File: src/rtl/spi_top.sv
// SPI loopback: a master serializes a WIDTH-bit word onto an internal CS/SCLK/MOSI link and a slave reassembles it.
// Define SPI_TOP_MSB_FIRST_EN to transfer MSB first on the wire; LSB first otherwise.

module spi_master #(
  parameter int CLK_DIV = 10,
  parameter int WIDTH   = 12
) (
  input  logic             clk,
  input  logic             rst,
  input  logic             newd,
  input  logic [WIDTH-1:0] din,
  output logic             sclk,
  output logic             tick,
  output logic             cs,
  output logic             mosi
);
  // state | meaning
  // IDLE  | cs high, waiting for newd at a rise tick
  // SEND  | cs low, one bit driven per rise tick
  typedef enum logic {IDLE, SEND} state_t;

  localparam int CW = (CLK_DIV > 1) ? $clog2(CLK_DIV) : 1;
  localparam int BW = $clog2(WIDTH + 1);
  localparam logic [CW-1:0] CNT_MAX  = CW'(CLK_DIV - 1);
  localparam logic [BW-1:0] BIT_LAST = BW'(WIDTH);

  logic [CW-1:0]    cnt;
  logic             rise_tick;
  state_t           state_q, state_d;
  logic [WIDTH-1:0] shreg_q, shreg_d;
  logic [BW-1:0]    bitcnt_q, bitcnt_d;
  logic             cs_d, mosi_d;
  logic [WIDTH-1:0] sel;

  assign tick      = (cnt == CNT_MAX);
  assign rise_tick = tick & ~sclk;

  always_ff @(posedge clk or negedge rst) begin
    if (!rst) begin
      cnt  <= '0;
      sclk <= 1'b0;
    end else if (tick) begin
      cnt  <= '0;
      sclk <= ~sclk;
    end else begin
      cnt <= cnt + 1'b1;
    end
  end

  always_ff @(posedge clk or negedge rst) begin
    if (!rst) begin
      state_q  <= IDLE;
      shreg_q  <= '0;
      bitcnt_q <= '0;
      cs       <= 1'b1;
      mosi     <= 1'b0;
    end else begin
      state_q  <= state_d;
      shreg_q  <= shreg_d;
      bitcnt_q <= bitcnt_d;
      cs       <= cs_d;
      mosi     <= mosi_d;
    end
  end

`ifdef SPI_TOP_MSB_FIRST_EN
  assign sel = shreg_q << bitcnt_q;
`else
  assign sel = shreg_q >> bitcnt_q;
`endif

  always_comb begin
    state_d  = state_q;
    shreg_d  = shreg_q;
    bitcnt_d = bitcnt_q;
    cs_d     = cs;
    mosi_d   = mosi;
    if (rise_tick) begin
      case (state_q)
        IDLE: begin
          cs_d     = 1'b1;
          mosi_d   = 1'b0;
          bitcnt_d = '0;
          if (newd) begin
            shreg_d  = din;
            cs_d     = 1'b0;
`ifdef SPI_TOP_MSB_FIRST_EN
            mosi_d   = din[WIDTH-1];
`else
            mosi_d   = din[0];
`endif
            bitcnt_d = BW'(1);
            state_d  = SEND;
          end
        end
        SEND: begin
          if (bitcnt_q < BIT_LAST) begin
`ifdef SPI_TOP_MSB_FIRST_EN
            mosi_d = sel[WIDTH-1];
`else
            mosi_d = sel[0];
`endif
            bitcnt_d = bitcnt_q + 1'b1;
          end else begin
            cs_d     = 1'b1;
            mosi_d   = 1'b0;
            bitcnt_d = '0;
            state_d  = IDLE;
          end
        end
        default: state_d = IDLE;
      endcase
    end
  end
endmodule

module spi_slave #(
  parameter int WIDTH = 12
) (
  input  logic             clk,
  input  logic             rst,
  input  logic             sclk,
  input  logic             tick,
  input  logic             cs,
  input  logic             mosi,
  output logic [WIDTH-1:0] dout,
  output logic             done
);
  localparam int BW = $clog2(WIDTH + 1);
  localparam logic [BW-1:0] CNT_LAST = BW'(WIDTH - 1);

  logic [WIDTH-1:0] rx, rx_next;
  logic [BW-1:0]    count;
  logic             fall_tick;

  // divider wrap while sclk is high is the edge that drives sclk low
  assign fall_tick = tick & sclk;

`ifdef SPI_TOP_MSB_FIRST_EN
  assign rx_next = {rx[WIDTH-2:0], mosi};
`else
  assign rx_next = {mosi, rx[WIDTH-1:1]};
`endif

  always_ff @(posedge clk or negedge rst) begin
    if (!rst) begin
      rx    <= '0;
      count <= '0;
      dout  <= '0;
      done  <= 1'b0;
    end else begin
      done <= 1'b0;
      if (fall_tick) begin
        if (!cs) begin
          rx <= rx_next;
          if (count == CNT_LAST) begin
            dout  <= rx_next;
            done  <= 1'b1;
            count <= '0;
          end else begin
            count <= count + 1'b1;
          end
        end else begin
          count <= '0;
        end
      end
    end
  end
endmodule

module spi_top #(
  parameter int CLK_DIV = 10,
  parameter int WIDTH   = 12
) (
  input  logic             clk,
  input  logic             rst,
  input  logic             newd,
  input  logic [WIDTH-1:0] din,
  output logic [WIDTH-1:0] dout,
  output logic             done
);
  logic sclk, tick, cs, mosi;

  spi_master #(.CLK_DIV(CLK_DIV), .WIDTH(WIDTH)) s1 (
    .clk  (clk),
    .rst  (rst),
    .newd (newd),
    .din  (din),
    .sclk (sclk),
    .tick (tick),
    .cs   (cs),
    .mosi (mosi)
  );

  spi_slave #(.WIDTH(WIDTH)) s2 (
    .clk  (clk),
    .rst  (rst),
    .sclk (sclk),
    .tick (tick),
    .cs   (cs),
    .mosi (mosi),
    .dout (dout),
    .done (done)
  );
endmodule

File: config.mk
export PLATFORM = sky130hd
export DESIGN_NAME = spi_top
export DESIGN_NICKNAME = d
export VERILOG_FILES = /design/src/rtl/spi_top.sv
export SDC_FILE = /design/constraint.sdc
export NUM_CORES = 1
export LEC_CHECK = 0
export BUFFER_PORTS_ARGS = -buffer_cell sky130_fd_sc_hd__buf_2
export CAP_MARGIN = 20
export CORE_MARGIN = 1.5
export CORE_UTILIZATION = 45
export DETAILED_ROUTE_END_ITERATION = 8
export PLACE_DENSITY = 0.64
export SLEW_MARGIN = 10
export SYNTH_ARGS = -nofsm -noshare
export SYNTH_HDL_FRONTEND = slang
export SYNTH_SLANG_ARGS = --single-unit
File: constraint.sdc
create_clock -name clk -period 2.1 [get_ports clk]
set_input_delay 0.315 -clock clk [delete_from_list [all_inputs] [get_ports clk]]
set_output_delay 0.315 -clock clk [all_outputs]
set_load 0.02 [all_outputs]
# == After elaboration in Yosys (flattened, before gate mapping) ==
# Index checks and enable logic that the tools add are counted.
# totals
ff_bits,53
in_bits,15
# op_classes
addsub,3
magnitude_cmp,1
n_eq_ne,3
shifts,1
muxes,18
bitwise,5
n_reduce_logical,4
# op_table
cell,n
$mux W4,4
$add A4 B1 Y4 const B,3
$shr A12 B4 Y1,1
$mux W1,10
$eq A4 B4 Y1 const B,2
$pmux W4 S2,1
$pmux W1 S2,3
$reduce_and A3 Y1,2
$lt A4 B4 Y1 const B,1
$reduce_and A2 Y1,2
$not A1 Y1,3
$and A1 B1 Y1,2
$ne A2 B2 Y1 const B,1

# == Logic depth before layout (Yosys ltp) ==
# logic_depth
ltp_word,4
mapped_depth,6

# == Hierarchy ==
# From an unflattened synthesis, not the netlist that was laid out.
# unflattened
cells_unflattened,162
hier_area_um2,2317.2
# by_module_without_submodules
module,n_inst,cells_each,area_per_inst_um2,seq_area_each_um2
spi_slave,1,73,1159.9,700.7
spi_master,1,89,1157.4,601.8

# == Least setup slack after synthesis ==
# OpenSTA, ideal clock, no wires.
# synth_path
path_type,flip-flop to flip-flop
start,register s1.cnt[2]
end,register s1.shreg_q[10]
setup_time_ns,0.125
arrival_ns,1.560
setup_slack_ns,0.415
path_stages_with_launch,6
path_buffers,2
synth_period_minus_slack_ns,1.685
path_cell_list,dfrtp_1 -> and4bb_1 -> buf_6 -> nor3b_4 -> buf_6 -> mux2_2
# synth_via
elab_chain_len,3
# synth_rtl
element,line,rtl
"start, declared",27,logic [CW-1:0] cnt;
"start signal, assigned",46,cnt <= cnt + 1'b1;
$eq A4 B4 Y1,35,assign tick = (cnt == CNT_MAX);
$and A1 B1 Y1,36,assign rise_tick = tick & ~sclk;
$reduce_and A3 Y1 (no line),n/a,
"end signal, assigned",59,shreg_q <= shreg_d;
"end, declared",30,"logic [WIDTH-1:0] shreg_q, shreg_d;"
# No other way between the ends.
# A chain may end at the register's enable or synchronous reset.

# == Final worst setup path ==
# layout_path
start,register s1.cnt[2]
end,register s2.dout[10]
# layout_via
elab_chain_len,3
# layout_rtl
element,line,rtl
$eq A4 B4 Y1,35,
$and A1 B1 Y1,137,assign fall_tick = tick & sclk;
$reduce_and A3 Y1 (no line),n/a,
"end signal, assigned",157,dout <= rx_next;
"end, declared",126,"output logic [WIDTH-1:0] dout,"
# No other way between the ends.

==> summary.txt <==
Placed design
  • Pre-CTS setup slack: between 0.3 and 0.4 ns
  • I/O Buffers: 27
  • Half-perimeter wire length after placement: 2660 µm
  • Final GP Congestion: approximately 0.77

Route
  • Routed vias/inst: 5.21
  • ANT nets after route: 0
  • Initial drt markers: 80
  • Routed vias: ~1400
  • Drt drc: 0
  • TritonRoute pass-1 iters: 4
  • Total Wirelength: 3750 µm
  • Average wire per standard cell: roughly 14 µm

Clocking
  • Clock Tree Buf Depth: 2
  • Setup Fix Bufs, Post-CTS: 0
  • Clock transition at path regs: 0.09 ns
  • CTS tree: built
  • Clock Sinks: 52
  • Post-CTS Resized: 0
  • Root buf cell: clkbuf_8
  • CTS buffer count: 5
  • H-tree depth reported by CTS: 2
  • Clock latency at the later pin of the worst-skew pair: ~0.31 ns
  • CTS hold repair buffers: 0

Layout
  • Core Util, Final: 0.535
  • Fraction of layout cells with a size suffix above 1: 0.418
  • Layout net count: 210
  • Area growth syn-to-layout: 14.2%
  • Antenna cells: 0

Worst setup path
  • CP required: roughly 2.3 ns
  • WP data arrival: 1.94 ns
  • Worst Setup End Kind: flop
  • Startpoint types: flop
  • Critical Path Start: s1.cnt[2]$_DFF_PN0_
  • Worst r2r path cells: 4
  • CP Buf/Inv Count: 0
  • Worst R2R Start: s1.cnt[2]$_DFF_PN0_
  • Critical Path Slowest Stage Cell: dfrtp_1
  • Crit path depth: 4
  • Critical path class: reg -> reg
  • Crit-path leading delay family: simple AND/OR/NAND/NOR gates
  • R2R Setup Slk: 0.35 ns
  • RR Endpoint: s2.dout[10]$_DFFE_PN0P_
  • Worst-path maximum fanout: 13
  • Worst setup endpoint: s2.dout[10]$_DFFE_PN0P_
  • CP Cell Sequence: and4bb_1, nand3_2, nor2_4, mux2_2
  • Max stage delay on crit path: 0.42 ns

Die
  • CORE AREA: roughly 4700 µm²
  • Initial Utilization: 0.469
  • Die Ht: ~73 µm
  • Io pins: 28
  • Die X: approximately 73 µm
  • FP Rows: 25
  • Die area: between 5000 and 6000 µm²

Logic synthesis
  • Post-synthesis area per instance: ~14 µm²
  • Main synth FF type: dfrtp_1
  • Most area-consuming cells after synthesis: dfrtp_1 58%, mux2_2 18%, mux4_2 3.1%
  • Synth unique cells: 33
  • Fraction of registers with async set/reset: 1.00
  • Multiplexer share of the synthesized area: 0.218
  • Post-synthesis compound-gate area fraction: 0.0672
  • Area share of the largest cell type after synthesis: 0.576
  • Syn Std Cell Area: between 2000 and 2500 µm²
  • Xor/xnor share of the synthesized area: 0.00791
  • Largest family of logic cells by synthesized area: multiplexers
  • Syn Inst Count: 160
  • Seq/Total Area, Yosys: 0.588
  • Register bit count reported by yosys: 52
  • Cell accounting for the most synthesized area: dfrtp_1
  • Synth Net Count: roughly 180
  • Post-synth EDFFs: 0
  • Post-synthesis adder-cell area fraction: 0.0113
  • Synth warnings: 0
  • Simple-Gate Fraction of Synth Area: 0.0797

Min path
  • Hold Crit Class: in -> async

STA
  • Clk_skew: around 0.013 ns
  • Final worst path period need: about 1.7 ns
  • Final TNS setup: 0 ns
  • Fmax: approximately 570 MHz
  • Fin. max-slew vios: 0
  • RSZ-0062 raised after global routing: false
  • Final setup viols: 0
  • Crit share post-route: 0.831
  • Rel. slew slack: 0.575
  • Worst setup margin: roughly 0.35 ns
  • Final Hold Fails: 0
  • Slew @ Worst Pin: roughly 0.64 ns

Run
  • MaxCap Viol Count: 0

Global route
  • Overflow after GRT: 0
  • First-pass GRT wire length: 6550 µm
  • Initial antenna violation count: 0
  • Total Routing Usage GR: 0.162
  • Vias in the first global route: 1409
  • Largest net degree at the start of global routing: 53

Pwr
  • Leak: between 0.001 and 0.0015 µW
  • Maximum VDD drop: between 0.5 and 0.6 mV
  • PnR Total Power: between 1500 and 2000 µW
  • Power Dens Cells: between 600 and 700 nW/µm²

Outcome
  • Outcome: finished, final reports clean
==> through the flow <==
stage               std cells  instance area (µm²)  hold slack [ns]
floorplan                 160                 2210           0.0194
global placement          253                 2420            0.450
detailed placement        253                 2420            0.468
CTS                       261                 2530            0.135
global route              261                 2530            0.170
finish                    261                 2530            0.114
==> layout make-up <==
class / instances / area (µm²)
Fill cell: 387 / 2190
Sequential cell: 52 / 1300
Multi-Input combinational cell: 98 / 851
Timing Repair Buffer: 31 / 165
Tap cell: 67 / 83.8
Clock buffer: 6 / 72.6
Clock inverter: 2 / 35.0
Inverter: 5 / 18.8
==> Yosys cell counts (3+ instances only) <==
| library cell | instances |
|---|---|
| o21ai_0 | 12 |
| dfrtp_1 | 51 |
| inv_1 | 5 |
| mux2_2 | 36 |
| nand2_1 | 15 |
| nand3_1 | 3 |
| buf_6 | 3 |
| mux4_2 | 3 |
==> flip-flops by register name, summed over array words and instances (netlist names) <==
register,flops
s1.mosi,1
s1.cnt,4
s2.count,4
s1.cs,1
s2.done,1
s1.shreg_q,12
s2.dout,12
s1.state_q,1
s1.bitcnt_q,4
s2.rx,11
s1.sclk,1
==> cells in the final DEF (no fill, tap or decap), types with 3 or more instances in the layout <==
master    synthesis  routed
buf_2             1      27
buf_4             0       4
clkbuf_8          0       5
dfrtp_1          51      51
inv_1             5       5
mux2_2           36      36
mux4_2            3       3
nand2_1          15      15
nand3_1           3       3
o21ai_0          12      12
==> where the power goes <==
| group | leakage [µW] | internal (µW) | switching (µW) |
|---|---|---|---|
| clock network | 0.0000552 | 354 | 317 |
| logic | 0.000508 | 10.3 | 21.7 |
| registers | 0.000705 | 1000 | 0 |
==> cell families (layout without fill, tap and decap cells) <==
| logic type | after synthesis | in the layout |
|---|---|---|
| flip-flops | 52 | 52 |
| multiplexers | 40 | 40 |
| XOR/XNOR | 2 | 2 |
| AND/OR/NAND/NOR | 31 | 31 |
| AO/OA/AOI/OAI | 23 | 23 |
| buffers and inverters | 10 | 44 |
| adder cells (fa/ha/maj) | 2 | 2 |
==> layer usage <==
| layer | vias to the layer above | part of all wire | track usage |
|---|---|---|---|
| met5 | - | 0 | 0 |
| met4 | 0 | 0.015 | 0.0629 |
| met3 | 7 | 0.042 | 0.0345 |
| met2 | 34 | 0.50 | 0.274 |
| met1 | 675 | 0.44 | 0.202 |
| li1 | 643 | - | - |
==> how the worst min path moves through the flow <==
stage	cells past startpoint	slack, ns	from	end
global route	2	0.17	rst	s2.count[2]$_DFFE_PN0P_
CTS	2	0.13	rst	s1.shreg_q[7]$_DFFE_PN0P_
finish	2	0.11	rst	s2.rx[2]$_DFFE_PN0P_
floorplan	0	0.02	rst	s1.bitcnt_q[0]$_DFFE_PN0P_
global placement	2	0.45	rst	s2.count[0]$_DFFE_PN0P_
detailed placement	2	0.47	rst	s2.rx[2]$_DFFE_PN0P_
Power figures use the tool's default switching activity.
